### src/rtl/shft_pkg.sv
// Shared constants and mode encoding for the 8-bit loadable shift register.
package shft_pkg;

    localparam int unsigned WIDTH = 8;
    localparam logic [WIDTH-1:0] Q_RST = 8'h00;

    // Shift mode selector for setting ROTATE in parent designs.
    typedef enum logic {
        SHIFT_LOGICAL = 1'b0,
        SHIFT_ROTATE  = 1'b1
    } shift_mode_e;

endpackage : shft_pkg

### src/rtl/shft_reg_8bit.sv
// 8-bit loadable right-shift register; loads N into q[7:1], then shifts or rotates right.
module shft_reg_8bit
    import shft_pkg::*;
#(
    parameter bit ROTATE = 1'b0
) (
    input  logic             clk,
    input  logic             rst_n,
    input  logic             start,
    input  logic             shft,
    input  logic [7:1]       N,
    output logic [WIDTH-1:0] q
);

    logic [WIDTH-1:0] r_q;
    logic             w_fill;

    // Bit shifted into q[7]: zero for a logical shift, the outgoing q[0] when rotating.
    assign w_fill = ROTATE ? r_q[0] : 1'b0;

    // State register: async reset, then load has priority over shift, else hold.
    always_ff @(posedge clk or negedge rst_n) begin
        if (!rst_n) begin
            r_q <= Q_RST;
        end else if (start) begin
            r_q <= {N, 1'b0};
        end else if (shft) begin
            r_q <= {w_fill, r_q[WIDTH-1:1]};
        end
    end

    assign q = r_q;

endmodule : shft_reg_8bit

### config.mk
export PLATFORM = sky130hd
export DESIGN_NAME = shft_reg_8bit
export DESIGN_NICKNAME = d
export VERILOG_FILES = /design/src/rtl/shft_pkg.sv /design/src/rtl/shft_reg_8bit.sv
export SDC_FILE = /design/constraint.sdc
export NUM_CORES = 1
export LEC_CHECK = 0
export BUFFER_PORTS_ARGS = -buffer_cell sky130_fd_sc_hd__buf_2
export CORE_AREA = 2 2 39 41
export CTS_BUF_LIST = sky130_fd_sc_hd__clkbuf_16
export DETAILED_ROUTE_END_ITERATION = 6
export DIE_AREA = 0 0 41 43
export PLACE_DENSITY = 0.54
export REMOVE_ABC_BUFFERS = 1
export SLEW_MARGIN = 20
export SYNTH_ARGS = -nofsm -noshare
export SYNTH_HDL_FRONTEND = slang
export SYNTH_SLANG_ARGS = --single-unit
### constraint.sdc
create_clock -name clk -period 0.8 [get_ports clk]
set_input_delay 0.12 -clock clk [delete_from_list [all_inputs] [get_ports clk]]
set_output_delay 0.12 -clock clk [all_outputs]
set_load 0.01 [all_outputs]
* Word-level counts from Yosys, hierarchy flattened *
Cells that the tools add are included.

storage, ports and cells
  bits in registers = 8
  input port bits = 11
  output and inout port bits = 8
  logic and storage cells = 4

cells by class
  multiplexer cells = 2
  reduce and logical (&&, ||, !) cells = 1

operators with widths
  kind                count
  8-bit two-way mux   2
  2-bit nonzero test  1

* Longest topological paths before layout *
Gate-level depths: netlist of the first run.

  word-level depth = 2
  depth in mapped cells = 3
  mapped depth without buffers = 2

* Worst setup path after synthesis of the first run *
Ideal clock, no wire load.

  path kind = flip-flop to flip-flop
  start = register r_q[7] (netlist: q[7])
  end = register r_q[6] (netlist: q[6])
  library setup time = 121 ps
  arrival time = 595 ps
  data required time = 679 ps
  slack = 84 ps
  stages on the path, launching flop included = 3
  path buffers = 0
  clock period less this slack = 716 ps
  cells stage by stage = dfrtp_1 mux2i_1 o21ai_1

on the way
  word-level cells in the longest chain between the ends = 2

ends and longest elaborated chain
  item                    RTL line             RTL
  start, declared         shft_reg_8bit.sv:15  logic [WIDTH-1:0] r_q;
  start signal, assigned  shft_reg_8bit.sv:26  r_q <= {N, 1'b0};
  start signal, assigned  shft_reg_8bit.sv:28  r_q <= {w_fill, r_q[WIDTH-1:1]};
  8-bit two-way mux       shft_reg_8bit.sv:27  end else if (shft) begin
  8-bit two-way mux       shft_reg_8bit.sv:25  end else if (start) begin

No other way between the ends. The select of a mux whose other input is x is not followed.
A chain may end at the register's enable or synchronous reset.

* Worst setup path in the final report of the first run *
  start = register r_q[3] (netlist: q[3])
  end = output port q[3]

RTL lines
  item           RTL line             RTL
  end, declared  shft_reg_8bit.sv:12  output logic [WIDTH-1:0] q

No word-level cell between the ends.

==> parameters.txt, run 1 <==
Parameter                              Value

Worst setup path
  Largest incremental delay on the critical path    0.37 ns
  Reg-to-reg setup timing slack    -0.02 ns
  RR Startpoint    q[6]$_DFFE_PN0P_
  Startpoint-to-endpoint class of the critical path    flip-flop to output port
  Required arrival time at the worst endpoint    0.68 ns
  Worst Setup SP    q[3]$_DFFE_PN0P_
  Crit. path cell count    1
  Critical register-to-register path endpoint    q[5]$_DFFE_PN0P_
  Endpoint of the most critical setup path    q[3]
  Worst path buffer plus inverter count    1
  Critical path startpoint category    flip-flop
  Cell with the largest stage delay on the worst path    sky130_fd_sc_hd__dfrtp_1
  Top fanout value on the critical path    2
  Endpoint class of the critical path    output port
  Logic depth of the worst register-to-register path    3
  Category of cells accounting for the largest share of critical-path delay    flip-flops
  Arrival time at the worst endpoint    0.74 ns
  List of cells traversed by the critical path    buf_2

CTS
  TritonCTS Buffers    3
  Resize count post-CTS    0
  Depth of the CTS H-tree    1
  Clock-pin slew reported for the worst setup and hold paths after clock tree synthesis    0.04 ns
  Maximum buffer depth of the clock tree    2
  Clock Tree Root    sky130_fd_sc_hd__clkbuf_16
  Clock Sink Count    8
  Clock tree from TritonCTS    yes
  Worst skew pair latency    0.23 ns

Min path
  Hold Path Stages    3
  Hold crit path type    input port to flip-flop
  Min-Delay Startpoint    N[4]

Place
  HPWL reported at the end of detailed placement    538 um
  Post-place setup slack    0.0402 ns
  Port Buffers    18
  Routability-driven placement congestion ratio    0.622

Final layout
  Area taken by flip-flops and latches    200 sq um
  Flip-flop count of the largest register after layout    8
  Number of nets at the end of the flow    73
  Fillers    146
  Leading cell type in the layout, fill and taps excluded    sky130_fd_sc_hd__buf_2
  Area added between synthesis and finish    63.5%
  Share of post-route cells with drive strength above 1    46.7%
  Multi-input gate area in the final layout    141 sq um
  Commonest cells after routing, fill and taps aside    sky130_fd_sc_hd__buf_2 (18), sky130_fd_sc_hd__dfrtp_1 (8), sky130_fd_sc_hd__mux2i_1 (7), sky130_fd_sc_hd__nand2_1 (7), sky130_fd_sc_hd__buf_4 (7)
  Final antenna diode count    0

Power and ir drop
  IR Drop Worst-Case VDD    1.64 mV
  Power density over the cells    2570 nW/um^2
  Static leakage    0.319 nW

Logic synthesis
  Mean instance size in the synthesized netlist    10.9 sq um
  Share of synthesized area occupied by flip-flops and latches    55.6%
  Synthesized area    360 sq um
  Mapped Cells    33
  Warning count from the yosys run    0
  Synthesized flop and latch total    8
  Number of distinct library cells after synthesis    9

Global route
  Pin count of the biggest net entering global routing    16
  Aggregate global routing overflow    0
  Global-route wire length before repair    1.26 mm
  Number of global-route vias before repair    338
  GR Util All Layers    10.6%
  Antenna violations before repair    0

Timing
  Total negative slack for setup checks    -0.506 ns
  Final setup vio count    14
  Final Cycle Share    108%
  Hold violation total from the final report    0
  Achievable clock frequency    1160 MHz
  Rel. slew slack    84.5%
  Measured slew at the worst slew-check pin    0.233 ns
  Final Slew Violations    0
  Post-route minimum period    0.862 ns
  Worst path setup slack after routing    -0.0620 ns
  RSZ-0062 raised after global routing    true
  Max Clock Skew    0.000952 ns

Drt
  Post-Route WL    744 um
  Avg Vias per Cell    4.25
  Post-route DRC violation count    0
  Number of search-and-repair iterations in the first detailed-routing pass    2
  Detail-routed net length per standard cell    9.79 um
  Number of violations reported at the end of detailed-routing iteration 0    1
  Residual antenna-violating net count after detailed routing    0
  Via count of the routed design    323

Floorplanning
  Die extent in y    43 um
  Die footprint    1760 sq um
  I/O pin count    19
  Row count    14
  Area of the core    1380 sq um
  Horizontal die dimension    41 um
  Initial standard-cell utilization of the core    26.0%

Outcome
  Result of the run    finished, violations left
  Violated checks    negative setup slack

Job
  Number of max-cap violations    0
-- synthesized netlist by cell type --
cell type	number	area, sq um
sky130_fd_sc_hd__buf_6	1	11.3
sky130_fd_sc_hd__buf_4	1	7.51
sky130_fd_sc_hd__dfrtp_1	8	200
sky130_fd_sc_hd__mux2i_1	7	70.1
sky130_fd_sc_hd__nand2b_1	1	6.26
sky130_fd_sc_hd__nor2_1	1	3.75
sky130_fd_sc_hd__o21ai_1	6	30.0
sky130_fd_sc_hd__nand2_1	7	26.3
sky130_fd_sc_hd__o21ai_0	1	5.00
-- through the flow --
step                power [mW]  cell area [sq um]  util (%)  std cells  hold slack, ns
detailed placement       0.645                452      32.6         65         -0.0263
finish                    1.51                589      42.6         76           0.103
CTS                       1.53                589      42.6         76           0.102
global placement         0.644                452      32.6         65         -0.0267
floorplan                0.549                342         -         31          -0.176
global route              1.58                589      42.6         76           0.118
-- cells by family (layout without fill, tap and decap cells) --
logic type             Yosys count  count (layout)  synth area share (%)
AOI/OAI and AO/OA                7               7                  9.72
buffers and inverters            2              29                  5.21
and+or+nand+nor                  9               9                  10.1
muxes                            7               7                  19.4
DFF                              8               8                  55.6
-- layer usage --
layer	track usage (%)	up-vias	part of all wire (%)
met2	14.7	10	47
met5	0	-	0
met4	4.00	0	0
li1	-	166	-
met1	13.1	147	47
met3	6.28	0	5.6
-- what timing repair did --
| action | CTS | global route |
|---|---|---|
| setup endpoints to repair | 8 | 15 |
| hold buffers | 1 | 0 |
| buffers inserted | 7 | 0 |
| hold endpoints to repair | 8 | 0 |
-- final cells by class --
type                       count  area share [%]
timing repair buffer          26            25.9
multi-input combinational     23            24.0
tap                           16            3.40
sequential                     8            34.0
clock buffer                   3            12.7
-- worst min-delay path by stage --
stage,to,slack [ns]
6_report,q[4]$_DFFE_PN0P_,0.10
5_1_grt,q[6]$_DFFE_PN0P_,0.12
4_1_cts,q[4]$_DFFE_PN0P_,0.10
3_5_place_dp,q[7]$_DFFE_PN0P_,-0.03
3_3_place_gp,q[0]$_DFFE_PN0P_,-0.03
2_1_floorplan,q[0]$_DFFE_PN0P_,-0.18
-- where the power goes --
part	switching, mW	total (mW)	internal, mW
clock network	0.183	0.826	0.643
registers	0.0172	0.462	0.445
logic	0.104	0.225	0.122
-- worst register-to-register path, stage by stage, from the launching register on --
cell	delay, ns
sky130_fd_sc_hd__dfrtp_1	0.36
sky130_fd_sc_hd__buf_4	0.13
sky130_fd_sc_hd__mux2i_1	0.14
sky130_fd_sc_hd__o21ai_1	0.07
Power figures use the tool's default switching activity.
==> run 2, diff against run 1 <==
Settings changed: RECOVER_POWER set to 100.
==> parameters.txt, run 2 (same netlist as run 1, synthesis figures left out) <==
Parameter                              Value

Outcome
  Result of the run    finished, violations left
  Violated checks    negative setup slack

Drt
  Detail-routed net length per standard cell    9.79 um (unchanged)
  Number of violations reported at the end of detailed-routing iteration 0    1 (unchanged)
  Post-Route WL    744 um (unchanged)
  Avg Vias per Cell    4.25 (unchanged)
  Residual antenna-violating net count after detailed routing    0 (unchanged)
  Number of search-and-repair iterations in the first detailed-routing pass    2 (unchanged)
  Via count of the routed design    323 (unchanged)
  Post-route DRC violation count    0 (unchanged)

Final layout
  Final Non-Filler Cells    76 (unchanged)
  Area taken by flip-flops and latches    200 sq um (unchanged)
  Fillers    146 (unchanged)
  Flip-flop count of the largest register after layout    8 (unchanged)
  Number of nets at the end of the flow    73 (unchanged)
  Share of post-route cells with drive strength above 1    46.7% (unchanged)
  Multi-input gate area in the final layout    141 sq um (unchanged)
  Area added between synthesis and finish    63.5% (unchanged)
  Leading cell type in the layout, fill and taps excluded    sky130_fd_sc_hd__buf_2
  Final antenna diode count    0 (unchanged)
  Commonest cells after routing, fill and taps aside    sky130_fd_sc_hd__buf_2 (17), sky130_fd_sc_hd__dfrtp_1 (8), sky130_fd_sc_hd__mux2i_1 (7), sky130_fd_sc_hd__nand2_1 (7), sky130_fd_sc_hd__buf_4 (7)

Timing
  RSZ-0062 raised after global routing    true
  Rel. slew slack    84.5% (unchanged)
  Hold violation total from the final report    0 (unchanged)
  Worst path setup slack after routing    -0.0620 ns (unchanged)
  Measured slew at the worst slew-check pin    0.233 ns (unchanged)
  Final setup vio count    14 (unchanged)
  Post-route minimum period    0.862 ns (unchanged)
  Achievable clock frequency    1160 MHz (unchanged)
  Final Slew Violations    0 (unchanged)
  Max Clock Skew    0.000952 ns (unchanged)
  Final Cycle Share    108% (unchanged)
  Post-Route Hold Slack    0.103 ns (unchanged)

CTS
  Clock tree from TritonCTS    yes
  Worst skew pair latency    0.23 ns (about the same)
  Maximum buffer depth of the clock tree    2 (unchanged)
  Clock-pin slew reported for the worst setup and hold paths after clock tree synthesis    0.04 ns (about the same)
  Depth of the CTS H-tree    1 (unchanged)
  TritonCTS Buffers    3 (unchanged)
  Clock Tree Root    sky130_fd_sc_hd__clkbuf_16
  Clock Sink Count    8 (unchanged)

Power and ir drop
  IR Drop Worst-Case VDD    1.64 mV (unchanged)
  Total power consumption of the routed design    1.51 mW (about the same)
  Power density over the cells    2570 nW/um^2 (about the same)
  Static leakage    0.319 nW (about the same)

Worst setup path
  Largest incremental delay on the critical path    0.37 ns (about the same)
  Arrival time at the worst endpoint    0.74 ns (about the same)
  Cell with the largest stage delay on the worst path    sky130_fd_sc_hd__dfrtp_1
  Startpoint-to-endpoint class of the critical path    flip-flop to output port
  Top fanout value on the critical path    2 (unchanged)
  Critical path startpoint category    flip-flop
  List of cells traversed by the critical path    buf_2
  Worst path buffer plus inverter count    1 (unchanged)
  Category of cells accounting for the largest share of critical-path delay    flip-flops
  Endpoint class of the critical path    output port
  Required arrival time at the worst endpoint    0.68 ns (about the same)

Min path
  Hold crit path type    input port to flip-flop

Global route
  Pin count of the biggest net entering global routing    16 (unchanged)
  GR Util All Layers    10.6% (unchanged)
  Global-route wire length before repair    1.26 mm (unchanged)
  Antenna violations before repair    0 (unchanged)
  Aggregate global routing overflow    0 (unchanged)
  Number of global-route vias before repair    338 (unchanged)

Job
  Number of max-cap violations    0 (unchanged)

Place
  Routability-driven placement congestion ratio    0.622 (unchanged)
  Port Buffers    18 (unchanged)
  HPWL reported at the end of detailed placement    538 um (unchanged)
  # placed instances    65 (unchanged)

Floorplanning
  Die extent in y    43 um (unchanged)
  Initial standard-cell utilization of the core    26.0% (unchanged)
  Die footprint    1760 sq um (unchanged)
  I/O pin count    19 (unchanged)
  Horizontal die dimension    41 um (unchanged)
  Area of the core    1380 sq um (unchanged)
  Row count    14 (unchanged)
-- run 2: path summary, 6_finish.rpt --
check,startpoint,endpoint,slack (ns),cells after the start
min in group asynchronous,rst_n,q[6]$_DFFE_PN0P_,0.27,2
max in group asynchronous,rst_n,q[2]$_DFFE_PN0P_,0.35,2
worst min-delay path,N[4],q[4]$_DFFE_PN0P_,0.10,3
worst max register to register,q[6]$_DFFE_PN0P_,q[5]$_DFFE_PN0P_,-0.02,3
worst max-delay path,q[3]$_DFFE_PN0P_,q[3],-0.06,1
worst min register to register,q[0]$_DFFE_PN0P_,q[0]$_DFFE_PN0P_,0.51,2
-- run 2: final cells by class --
cell class	instances	share of cell area [%]
Sequential cell	8	34.0
Timing Repair Buffer	26	25.9
Tap cell	16	3.40
Multi-Input combinational cell	23	24.0
Clock buffer	3	12.7
-- run 2: worst register-to-register path, stage by stage (launching register included) --
cell	delay (ns)
sky130_fd_sc_hd__dfrtp_1	0.36
sky130_fd_sc_hd__buf_4	0.13
sky130_fd_sc_hd__mux2i_1	0.14
sky130_fd_sc_hd__o21ai_1	0.07
-- run 2: report_power, final --
group / internal, mW / switching, mW / leakage [nW]
Clock: 0.643 / 0.183 / 0.0370
Sequential: 0.445 / 0.0172 / 0.0992
Combinational: 0.122 / 0.104 / 0.183
-- run 2: what timing repair did --
action	4_1_cts	5_1_grt
pin swaps	0	0
buffers inserted	7	0
hold endpoints to repair	8	0
setup endpoints to repair	8	15
gates resized for setup	0	0
hold buffers	1	0
-- run 2: layer usage --
layer  vias up  global-route usage [%]  wire [um]
met3         0                    6.28         42
li1        166                       -          -
met5         -                       0          0
met4         0                    4.00          0
met2        10                    14.7        353
met1       147                    13.1        347
-- run 2: through the flow --
stage | instance area, sq um | worst slack, ns | TNS, ns | utilization (%)
2_1_floorplan | 342 | 0.0840 | 0 | -
3_3_place_gp | 452 | 0.0443 | 0 | 32.6
3_5_place_dp | 452 | 0.0402 | 0 | 32.6
4_1_cts | 589 | -0.0659 | -0.592 | 42.6
5_1_grt | 589 | -0.0850 | -1.07 | 42.6
6_report | 589 | -0.0620 | -0.506 | 42.6
